File: src/rtl/bsg_dmc_pearl_pkg.sv
// Shared pearl trace-port types: app commands, trace-gen FSM states, LFSR taps and entry layout.
// Entry macros sit beside the package so every pearl-side block agrees on the packed layout.
`ifndef BSG_DMC_PEARL_PKG_SV
`define BSG_DMC_PEARL_PKG_SV

package bsg_dmc_pearl_pkg;

  typedef enum logic [2:0] {
    WR = 3'b000,
    RD = 3'b001
  } app_cmd_e;

  typedef enum logic [2:0] {
    IDLE  = 3'd0,
    WRITE = 3'd1,
    READ  = 3'd2,
    DRAIN = 3'd3,
    DONE  = 3'd4
  } trace_gen_state_e;

  localparam logic [31:0] lfsr_taps_gp = 32'h8020_0003;

endpackage

`define BSG_DMC_TRACE_ENTRY_WIDTH(addr_width_mp, data_width_mp) \
  (3 + (addr_width_mp) + ((data_width_mp) / 8) + (data_width_mp))

`define DECLARE_BSG_DMC_TRACE_ENTRY_S(addr_width_mp, data_width_mp) \
  typedef struct packed { \
    bsg_dmc_pearl_pkg::app_cmd_e     cmd; \
    logic [(addr_width_mp)-1:0]      addr; \
    logic [((data_width_mp)/8)-1:0]  mask; \
    logic [(data_width_mp)-1:0]      data; \
  } bsg_dmc_trace_entry_s

`endif

File: src/rtl/bsg_dmc_pattern_lfsr.sv
// 32-bit right-shifting Galois LFSR; load_i restores the seed, en_i advances one step.
// Output is registered: the new word is visible the cycle after load/advance.
module bsg_dmc_pattern_lfsr
  import bsg_dmc_pearl_pkg::*;
#(
  parameter logic [31:0] seed_p = 32'hACE1_F00D
) (
  input  logic        clk_i,
  input  logic        reset_n_i,
  input  logic        load_i,
  input  logic        en_i,
  output logic [31:0] lfsr_o
);

  always_ff @(posedge clk_i or negedge reset_n_i) begin
    if (!reset_n_i) begin
      lfsr_o <= seed_p;
    end else if (load_i) begin
      lfsr_o <= seed_p;
    end else if (en_i) begin
      lfsr_o <= {1'b0, lfsr_o[31:1]} ^ (lfsr_o[0] ? lfsr_taps_gp : 32'h0);
    end
  end

endmodule

File: src/rtl/bsg_dmc_trace_pattern_gen.sv
// Pearl trace-port self test: writes an LFSR pattern, reads it back and checks it; start to first entry 1 cycle.
// Entries held until trace_ready_i; beats consumed only in READ/DRAIN. BSG_DMC_TRACE_PATTERN_ERR_INJECT_EN adds inject_err_i.
module bsg_dmc_trace_pattern_gen
  import bsg_dmc_pearl_pkg::*;
#(
  parameter int          data_width_p  = 128,
  parameter int          addr_width_p  = 28,
  parameter int          burst_len_p   = 2,
  parameter int          num_bursts_p  = 64,
  parameter int          addr_stride_p = 8,
  parameter logic [31:0] seed_p        = 32'hACE1_F00D
) (
  input  logic                    clk_i,
  input  logic                    reset_n_i,
  input  logic                    start_i,
  input  logic [addr_width_p-1:0] base_addr_i,
`ifdef BSG_DMC_TRACE_PATTERN_ERR_INJECT_EN
  input  logic                    inject_err_i,
`endif
  output logic [`BSG_DMC_TRACE_ENTRY_WIDTH(addr_width_p, data_width_p)-1:0] trace_data_o,
  output logic                    trace_v_o,
  input  logic                    trace_ready_i,
  input  logic [data_width_p-1:0] trace_data_i,
  input  logic                    trace_v_i,
  output logic                    trace_yumi_o,
  output logic                    busy_o,
  output logic                    done_o,
  output logic                    pass_o,
  output logic [15:0]             error_count_o,
  output logic [addr_width_p-1:0] first_err_addr_o
);

  `DECLARE_BSG_DMC_TRACE_ENTRY_S(addr_width_p, data_width_p);

  localparam int burst_w_lp = (num_bursts_p > 1) ? $clog2(num_bursts_p) : 1;
  localparam int beat_w_lp  = (burst_len_p > 1) ? $clog2(burst_len_p) : 1;
  localparam int words_lp   = data_width_p / 32;
  localparam logic [addr_width_p-1:0] stride_lp = addr_width_p'(addr_stride_p);

  trace_gen_state_e state_r, state_n;
  bsg_dmc_trace_entry_s entry;

  logic [addr_width_p-1:0] base_r, tx_addr_r, rx_addr_r;
  logic [burst_w_lp-1:0]   tx_burst_r, rx_burst_r;
  logic [beat_w_lp-1:0]    tx_beat_r, rx_beat_r;
  logic                    rx_all_r, inj_r;
  logic [31:0]             wr_word, chk_word;

  logic start_ok, tx_fire, rx_fire, mismatch, inj_first;
  logic tx_last_beat, tx_last_burst, rx_last_beat, rx_last_burst, rx_last;

  assign start_ok      = start_i & ((state_r == IDLE) | (state_r == DONE));
  assign tx_fire       = trace_v_o & trace_ready_i;
  assign rx_fire       = trace_yumi_o;
  assign tx_last_beat  = (tx_beat_r == beat_w_lp'(burst_len_p - 1));
  assign tx_last_burst = (tx_burst_r == burst_w_lp'(num_bursts_p - 1));
  assign rx_last_beat  = (rx_beat_r == beat_w_lp'(burst_len_p - 1));
  assign rx_last_burst = (rx_burst_r == burst_w_lp'(num_bursts_p - 1));
  assign rx_last       = rx_fire & rx_last_beat & rx_last_burst;
  assign mismatch      = rx_fire & (trace_data_i != {words_lp{chk_word}});
  assign inj_first     = inj_r & (state_r == WRITE) & (tx_burst_r == '0) & (tx_beat_r == '0);

  bsg_dmc_pattern_lfsr #(.seed_p(seed_p)) wr_lfsr (
    .clk_i, .reset_n_i, .load_i(start_ok), .en_i(tx_fire & (state_r == WRITE)), .lfsr_o(wr_word)
  );

  bsg_dmc_pattern_lfsr #(.seed_p(seed_p)) chk_lfsr (
    .clk_i, .reset_n_i, .load_i(start_ok), .en_i(rx_fire), .lfsr_o(chk_word)
  );

  always_ff @(posedge clk_i or negedge reset_n_i) begin
    if (!reset_n_i) state_r <= IDLE;
    else            state_r <= state_n;
  end

  always_comb begin
    state_n = state_r;
    unique case (state_r)
      IDLE, DONE: if (start_i) state_n = WRITE;
      WRITE:      if (tx_fire & tx_last_beat & tx_last_burst) state_n = READ;
      READ:       if (tx_fire & tx_last_burst) state_n = DRAIN;
      DRAIN:      if (rx_all_r | rx_last) state_n = DONE;
      default:    state_n = IDLE;
    endcase
  end

  always_comb begin
    trace_v_o    = (state_r == WRITE) | (state_r == READ);
    trace_yumi_o = trace_v_i & ((state_r == READ) | (state_r == DRAIN));
    busy_o       = (state_r == WRITE) | (state_r == READ) | (state_r == DRAIN);
    done_o       = (state_r == DONE);
    pass_o       = (state_r == DONE) & (error_count_o == 16'h0);
  end

  always_comb begin
    entry = '0;
    if (state_r == WRITE) begin
      entry.cmd  = WR;
      entry.addr = tx_addr_r;
      entry.data = {words_lp{wr_word}} ^ {{(data_width_p-1){1'b0}}, inj_first};
    end else if (state_r == READ) begin
      entry.cmd  = RD;
      entry.addr = tx_addr_r;
    end
  end
  assign trace_data_o = entry;

  always_ff @(posedge clk_i or negedge reset_n_i) begin
    if (!reset_n_i) begin
      base_r           <= '0;
      tx_addr_r        <= '0;
      rx_addr_r        <= '0;
      tx_burst_r       <= '0;
      rx_burst_r       <= '0;
      tx_beat_r        <= '0;
      rx_beat_r        <= '0;
      rx_all_r         <= 1'b0;
      error_count_o    <= '0;
      first_err_addr_o <= '0;
    end else if (start_ok) begin
      base_r           <= base_addr_i;
      tx_addr_r        <= base_addr_i;
      rx_addr_r        <= base_addr_i;
      tx_burst_r       <= '0;
      rx_burst_r       <= '0;
      tx_beat_r        <= '0;
      rx_beat_r        <= '0;
      rx_all_r         <= 1'b0;
      error_count_o    <= '0;
      first_err_addr_o <= '0;
    end else begin
      // Write bursts step the address after the last beat; the read pass restarts at base.
      if (tx_fire) begin
        if (state_r == WRITE) begin
          if (tx_last_beat) begin
            tx_beat_r <= '0;
            if (tx_last_burst) begin
              tx_burst_r <= '0;
              tx_addr_r  <= base_r;
            end else begin
              tx_burst_r <= tx_burst_r + burst_w_lp'(1);
              tx_addr_r  <= tx_addr_r + stride_lp;
            end
          end else begin
            tx_beat_r <= tx_beat_r + beat_w_lp'(1);
          end
        end else begin
          tx_burst_r <= tx_burst_r + burst_w_lp'(1);
          tx_addr_r  <= tx_addr_r + stride_lp;
        end
      end
      if (rx_fire) begin
        if (rx_last_beat) begin
          rx_beat_r  <= '0;
          rx_burst_r <= rx_burst_r + burst_w_lp'(1);
          rx_addr_r  <= rx_addr_r + stride_lp;
        end else begin
          rx_beat_r <= rx_beat_r + beat_w_lp'(1);
        end
        if (rx_last) rx_all_r <= 1'b1;
        if (mismatch) begin
          if (error_count_o != 16'hFFFF) error_count_o <= error_count_o + 16'd1;
          if (error_count_o == 16'h0)    first_err_addr_o <= rx_addr_r;
        end
      end
    end
  end

`ifdef BSG_DMC_TRACE_PATTERN_ERR_INJECT_EN
  always_ff @(posedge clk_i or negedge reset_n_i) begin
    if (!reset_n_i)    inj_r <= 1'b0;
    else if (start_ok) inj_r <= inject_err_i;
  end
`else
  assign inj_r = 1'b0;
`endif

endmodule

File: config.mk
export PLATFORM = sky130hd
export DESIGN_NAME = bsg_dmc_trace_pattern_gen
export DESIGN_NICKNAME = d
export VERILOG_FILES = /design/src/rtl/bsg_dmc_pearl_pkg.sv /design/src/rtl/bsg_dmc_pattern_lfsr.sv /design/src/rtl/bsg_dmc_trace_pattern_gen.sv
export SDC_FILE = /design/constraint.sdc
export NUM_CORES = 1
export LEC_CHECK = 0
export ABC_CLOCK_PERIOD_IN_PS = 3200
export BUFFER_PORTS_ARGS = -buffer_cell sky130_fd_sc_hd__buf_2
export CORE_UTILIZATION = 53
export CTS_BUF_LIST = sky130_fd_sc_hd__clkbuf_8
export DETAILED_ROUTE_END_ITERATION = 12
export GPL_ROUTABILITY_DRIVEN = 0
export GPL_TIMING_DRIVEN = 0
export HOLD_SLACK_MARGIN = 0.15
export PLACE_DENSITY = 0.94
export SLEW_MARGIN = 30
export SYNTH_ARGS = -nofsm -noshare
export SYNTH_HDL_FRONTEND = slang
export SYNTH_SLANG_ARGS = --single-unit
File: constraint.sdc
create_clock -name clk_i -period 3.2 [get_ports clk_i]
set_clock_uncertainty 0.1 [all_clocks]
set_input_delay 0.48 -clock clk_i [delete_from_list [all_inputs] [get_ports clk_i]]
set_output_delay 0.48 -clock clk_i [all_outputs]
set_load 0.05 [all_outputs]
# Yosys cells after proc, flatten, opt, wreduce, memory -nomap -nowiden
# Cells that the tools add are included.
[totals] input_bits=161 wordCells=118 output_inout_bits=224 regBits=210
[op_classes] n_reduce_logical=19 n_addsub=7 bitwise=18 n_mux=48 eq_ne=13
[op_table] cell="two-way mux 28 bit" count=12
[op_table] cell="two-way mux 32 bit" count=6
[op_table] cell="two-way mux 128 bit" count=1
[op_table] cell="!= test 128 bit" count=1
[op_table] cell="two-way mux 16 bit" count=4
[op_table] cell="XOR 31 x 32 -> 32 bit" count=2
[op_table] cell="adder 28 x 4 -> 28 bit, second input constant" count=2
[op_table] cell="two-way mux 6 bit" count=8
[op_table] cell="two-way mux 31 bit" count=1
[op_table] cell="two-way mux 29 bit" count=1
[op_table] cell="nonzero test 2 bit" count=9
[op_table] cell="adder 16 x 1 -> 16 bit, second input constant" count=1
[op_table] cell="zero test 16 bit" count=1
[op_table] cell="!= test 16 bit, second input constant" count=1
[op_table] cell="adder 6 x 1 -> 6 bit, second input constant" count=2
[op_table] cell="== test 6 bit, second input constant" count=2
[op_table] cell="two-way mux 3 bit" count=4
[op_table] cell="case mux 3 bit (4 select lines)" count=1
[op_table] cell="AND 1 bit" count=11
[op_table] cell="two-way mux 1 bit" count=10
[op_table] cell="AND reduction 2 bit" count=4
[op_table] cell="== test 3 x 2 -> 1 bit, second input constant" count=2
[op_table] cell="!= test 2 bit, second input constant" count=3
[op_table] cell="AND reduction 3 bit" count=2
[op_table] cell="9 further kinds" count=14

# Depth between registers and ports, before layout
[logic_depth] ltp_word=8 ltp_mapped=10

# Modules after synthesis
# A second synthesis with hierarchy kept.
[hier_totals] cells_unflattened=1317 hier_area_um2=12244.2
[modules_own_cells] module="bsg_dmc_trace_pattern_gen" instances=1 seq_area_each_um2=3653.5 area_per_inst_um2=9501.6 cells_per_inst=1103
[modules_own_cells] module="bsg_dmc_pattern_lfsr" instances=2 seq_area_each_um2=819.5 area_per_inst_um2=1371.3 cells_per_inst=107

# Least setup slack after synthesis
# OpenSTA, ideal clock, no wires.
[synth_timing] kind="reg-to-reg" from="register state_r[1]" to="register tx_burst_r[3]" path_stages_with_launch=10 setup_slack_ps=499 arrival_time_ps=2469 required_ps=2968 n_path_buf=3 setup_time_ps=132 cell_sequence="dfrtp_1 -> clkbuf_1 -> nand2b_1 -> nor2_1 -> o21a_1 -> clkbuf_1 -> clkbuf_1 -> o21ai_0 -> a21oi_1 -> nor2_1"
[synth_between] elab_chain_len=5
[synth_rtl] item="start: declaration" line="bsg_dmc_trace_pattern_gen.sv:40" rtl="trace_gen_state_e state_r, state_n;"
[synth_rtl] item="start signal: assignment" line="bsg_dmc_trace_pattern_gen.sv:73" rtl="else state_r <= state_n;"
[synth_rtl] item="== test 3 bit, or another cell as far along" line="bsg_dmc_trace_pattern_gen.sv:52" rtl="assign start_ok = start_i & ((state_r == IDLE) | (state_r == DONE));"
[synth_rtl] item="bitwise OR 1 bit (on tied branches)" line="bsg_dmc_trace_pattern_gen.sv:52, bsg_dmc_trace_pattern_gen.sv:88"
[synth_rtl] item="AND 1 bit (on tied branches)" line="bsg_dmc_trace_pattern_gen.sv:52, bsg_dmc_trace_pattern_gen.sv:53"
[synth_rtl] item="!= test 3 x 2 -> 1 bit (no source line) / nonzero test 2 bit (equally long branches)"
[synth_rtl] item="AND reduction 2 bit (no source line)"
[synth_rtl] item="end signal: assignment" line="bsg_dmc_trace_pattern_gen.sv:141" rtl="tx_burst_r <= tx_burst_r + burst_w_lp'(1);"
[synth_rtl] item="end signal: assignment" line="bsg_dmc_trace_pattern_gen.sv:148" rtl="tx_burst_r <= tx_burst_r + burst_w_lp'(1);"
[synth_rtl] item="end: declaration" line="bsg_dmc_trace_pattern_gen.sv:44" rtl="logic [burst_w_lp-1:0] tx_burst_r, rx_burst_r;"
# Parallel ways exist; a longest one is shown, timed or not. The select of a mux whose other input is x is not followed.
# A chain may end at the register's enable or synchronous reset.

# Final worst setup path
[layout_timing] from="register chk_lfsr.lfsr_o[31]" to="register first_err_addr_o[14]"
[layout_between] elab_chain_len=4
[layout_rtl] item="start: declaration" line="bsg_dmc_pattern_lfsr.sv:12" rtl="output logic [31:0] lfsr_o"
[layout_rtl] item="start signal: assignment" line="bsg_dmc_pattern_lfsr.sv:17" rtl="lfsr_o <= seed_p;"
[layout_rtl] item="start signal: assignment" line="bsg_dmc_pattern_lfsr.sv:19" rtl="lfsr_o <= seed_p;"
[layout_rtl] item="start signal: assignment" line="bsg_dmc_pattern_lfsr.sv:21" rtl="lfsr_o <= {1'b0, lfsr_o[31:1]} ^ (lfsr_o[0] ? lfsr_taps_gp : 32'h0);"
[layout_rtl] item="!= test 128 bit" line="bsg_dmc_trace_pattern_gen.sv:60" rtl="assign mismatch = rx_fire & (trace_data_i != {words_lp{chk_word}});"
[layout_rtl] item="AND 1 bit" line="bsg_dmc_trace_pattern_gen.sv:60"
[layout_rtl] item="nonzero test 2 bit (no source line)"
[layout_rtl] item="AND reduction 3 bit (no source line)"
[layout_rtl] item="end signal: assignment" line="bsg_dmc_trace_pattern_gen.sv:163" rtl="if (error_count_o == 16'h0) first_err_addr_o <= rx_addr_r;"
[layout_rtl] item="end: declaration" line="bsg_dmc_trace_pattern_gen.sv:30" rtl="output logic [addr_width_p-1:0] first_err_addr_o"
# Every way passes these cells.

==> summary.md <==
| Metric | Value |
|---|---|
| Fin worst setup slack | `-0.00769 ns` |
| Crit path required time | `3.52 ns` |
| Final worst-path cycle share | `1.00` |
| Area occupied by multi-input gates | `5790 um^2` |
| Root buffer cell | `clkbuf_8` |
| Post-synth ARST share | `1.00` |
| Type of the worst min-delay path | `input pin to register` |
| Switching part of the total power | `0.492` |
| Number of nets still failing antenna checks after routing | `0` |
| CTS Buf Count | `36` |
| Fraction of synthesized cell area taken by the top area cell type | `0.368` |
| Sequential element share of the synthesized area | `0.432` |
| Drt drc | `0` |
| Slew Limit Fails | `0` |
| Most common cell after layout, fill and taps aside | `buf_2` |
| Critical path arrival | `3.53 ns` |
| Placement-stage cell area | `14600 um^2` |
| Top post-synthesis cells by area | `dfrtp_1 37%, nand2_1 7.7%, buf_4 7.0%, dfstp_2 6.4%, xnor2_1 5.7%` |
| Net Sw Power | `6340 uW` |
| Wire length per cell after detailed routing | `19.8 um` |
| Die Footprint | `23700 um^2` |
| Number of core rows | `55` |
| Finished Cell Area | `15500 um^2` |
| Internal power | `6540 uW` |
| Detailed-route wire length | `42.2 mm` |
| Netlist area before placement | `12200 um^2` |
| Maximum buffer depth of the clock tree | `3` |
| Initial antenna violation count | `3` |
| HPWL reported at the end of detailed placement | `30.4 mm` |
| Synthesis-to-layout area growth | `26.6%` |
| Peak fanout along the critical path | `10` |
| TritonCTS clock tree | `built` |
| Max capacitance violation total | `0` |
| Height of the die | `154 um` |
| Share of cells above drive strength 1 | `0.322` |
| Distinct cell type count after synthesis | `63` |
| Initial detailed-routing violation count | `1328` |
| Post-synth EDFFs | `0` |
| Initial cell density of the core | `0.541` |
| Logic pwr share | `0.494` |
| Fin nets | `1993` |
| Sink count of the clock tree | `210` |
| Sequential Power Share | `0.318` |
| Via count | `12.6k` |
| Mean instance size in the synthesized netlist | `8.85 um^2` |
| Final-layout worst hold slack | `0.168 ns` |
| Share of total power in the clock network | `0.188` |
| Highest clock frequency the design can meet | `312 MHz` |
| Die Span X | `154 um` |
| Total congestion overflow after global routing | `0` |
| Max-slew headroom at the worst pin | `0.457` |
| Category of the worst setup path launch point | `register` |
| Worst-case vdd ir drop | `1.01 mV` |
| Filler Cells Inserted | `1692` |
| Number of cells after detailed placement | `2053` |
| Core Region | `22600 um^2` |
| Final critical delay including setup and external delays | `3.21 ns` |
| Per-cell via count in the routed design | `5.88` |
| Final Core Density | `0.685` |
| Cell accounting for the most synthesized area | `dfrtp_1` |
| Hold violation count in the final report | `0` |
| CTS H-tree depth | `2` |
| Count of final setup violators | `1` |
| Most frequent cells in the layout | `367 x buf_2, 252 x nand2_1, 180 x dfrtp_1` |
| Post-synthesis instance total | `1383` |
| Clock transition time at the flip-flop clock pins of the worst setup and hold paths | `0.06 ns` |
| Total global-route track usage | `0.347` |
| Top Ports | `385` |
| Synthesis Warnings | `0` |
| Clk_lat worst skew | `0.53 ns` |
| Area taken by flip-flops and latches | `5290 um^2` |
| Transition time at the pin with the least slew margin | `0.809 ns` |
| Number of flip-flops and latches in the synthesized netlist | `210` |
| Violated checks | `setup timing` |
| Setup repair after global routing missed its margin | `true` |
| Placement-stage worst setup slack | `-0.0760 ns` |
| Number of standard cells in the final layout excluding fillers | `2136` |
| LEAKAGE | `0.00773 uW` |
| First-pass GRT wire length | `63.7 mm` |
| Pre-Repair DR Iteration Count | `6` |
| Port Buf Inserts | `366` |
| Primary flip-flop cell chosen by synthesis mapping | `dfrtp_1` |
| Status | `complete, but fails checks` |
| Worst setup EP type | `register` |
| Vias in the first global route | `12.0k` |
| Largest net degree at the start of global routing | `79` |
| Total power divided by cell area | `831 nW/um^2` |
| Worst setup path class | `register to register` |
## worst max-delay path, cell delays in order (launching register included)
cell	delay (ns)
dfstp_2	0.51
clkbuf_1	0.48
xor2_1	0.22
nor4_4	0.49
nand4_1	0.24
nor4_4	0.25
buf_4	0.19
nor3_2	0.07
buf_6	0.17
buf_12	0.16
mux2i_1	0.22
## worst paths after layout
kind / depth (start not counted) / startpoint / end / slack [ns]
max: 10 / chk_lfsr.lfsr_o[31] / first_err_addr_o[14] / -0.008
min: 3 / base_addr_i[10] / base_r[10] / 0.17
max reg2reg: 10 / chk_lfsr.lfsr_o[31] / first_err_addr_o[14] / -0.008
min reg2reg: 2 / wr_lfsr.lfsr_o[13] / wr_lfsr.lfsr_o[12] / 0.36
max in group asynchronous: 3 / reset_n_i / chk_lfsr.lfsr_o[22] / 1.82
min in group asynchronous: 2 / reset_n_i / base_r[6] / 0.38
## cells in the mapped netlist (3+ instances only)
cell      count
dfrtp_1     180
nand3_1      38
o22ai_1      14
o211ai_1      4
buf_4       114
o31ai_1       9
buf_6         3
o21ai_0      71
and4_1        9
ha_1          6
nor3_1       28
xor2_1       40
o221ai_1      3
and2_1       66
clkbuf_1     68
o21ai_1      10
nor3b_1       4
a21oi_1      61
a31oi_1       8
and3_1       35
mux2i_1      37
o22a_1       13
nor2_1       73
nand4_1      31
or3_1         6
a211oi_1      3
nor4_1       17
a311oi_1      3
a22o_1       14
inv_1         7
nand2_1     252
dfstp_2      30
nand2b_1      5
xnor2_1      79
buf_1         7
## sequential cells by signal, summed over array words and instances, names as in the netlist
signal and flops:
chk_lfsr.lfsr_o 32, wr_lfsr.lfsr_o 32, base_r 28, first_err_addr_o 28, rx_addr_r 28, tx_addr_r 28
error_count_o 16, rx_burst_r 6, tx_burst_r 6, state_r 3, rx_all_r 1, rx_beat_r 1
tx_beat_r 1
## kinds of logic after synthesis
logic type,after synthesis,share of synthesized area
adders and majority gates,6,0.00613
buffers and inverters,204,0.102
DFF,210,0.432
and+or+nand+nor,579,0.229
AOI/OAI and AO/OA,227,0.115
muxes,37,0.0302
other,1,0.000306
xor gates and xnor gates,119,0.0851
## final cells by class
type	count	area share
diodes	2	0.000323
plain buffers	194	0.0788
clock buffers	44	0.0391
clock inverters	17	0.00629
inverters	8	0.00194
multi-input cells	986	0.374
flip-flops and latches	210	0.341
well taps	285	0.0230
repair buffers	390	0.136
## metal layers
layer	wire [um]	up-vias	track usage
met5	18	-	0
met4	2510	2	0.218
met3	4480	180	0.0820
met2	20200	871	0.579
met1	15000	6005	0.405
li1	-	5505	-
## through the flow
step / setup TNS (ns) / power (uW)
2_1_floorplan: 0 / 8620
3_3_place_gp: -348.89 / 10100
3_5_place_dp: -1.36 / 10300
4_1_cts: 0 / 12700
5_1_grt: -0.00673 / 13400
6_report: -0.00769 / 12900
## power by group through the flow
| stage | Clock [uW] | Combinational (uW) | Sequential [uW] |
|---|---|---|---|
| after detailed placement | 0 | 6180 | 4070 |
| after floorplan | 0 | 4750 | 3870 |
| after global routing | 2560 | 6660 | 4160 |
| final | 2420 | 6360 | 4090 |
| after global placement | 0 | 6020 | 4030 |
| after CTS | 2430 | 6250 | 4040 |
## timing repair
| item | in CTS | in global routing |
|---|---|---|
| pin swaps | 2 | 0 |
| setup endpoints to repair | 134 | 81 |
| hold endpoints to repair | 83 | 0 |
| resized for setup | 2 | 14 |
| setup buffers | 4 | 1 |
| hold buffers | 17 | 0 |
Note: power is estimated with default switching activity, not from simulation.
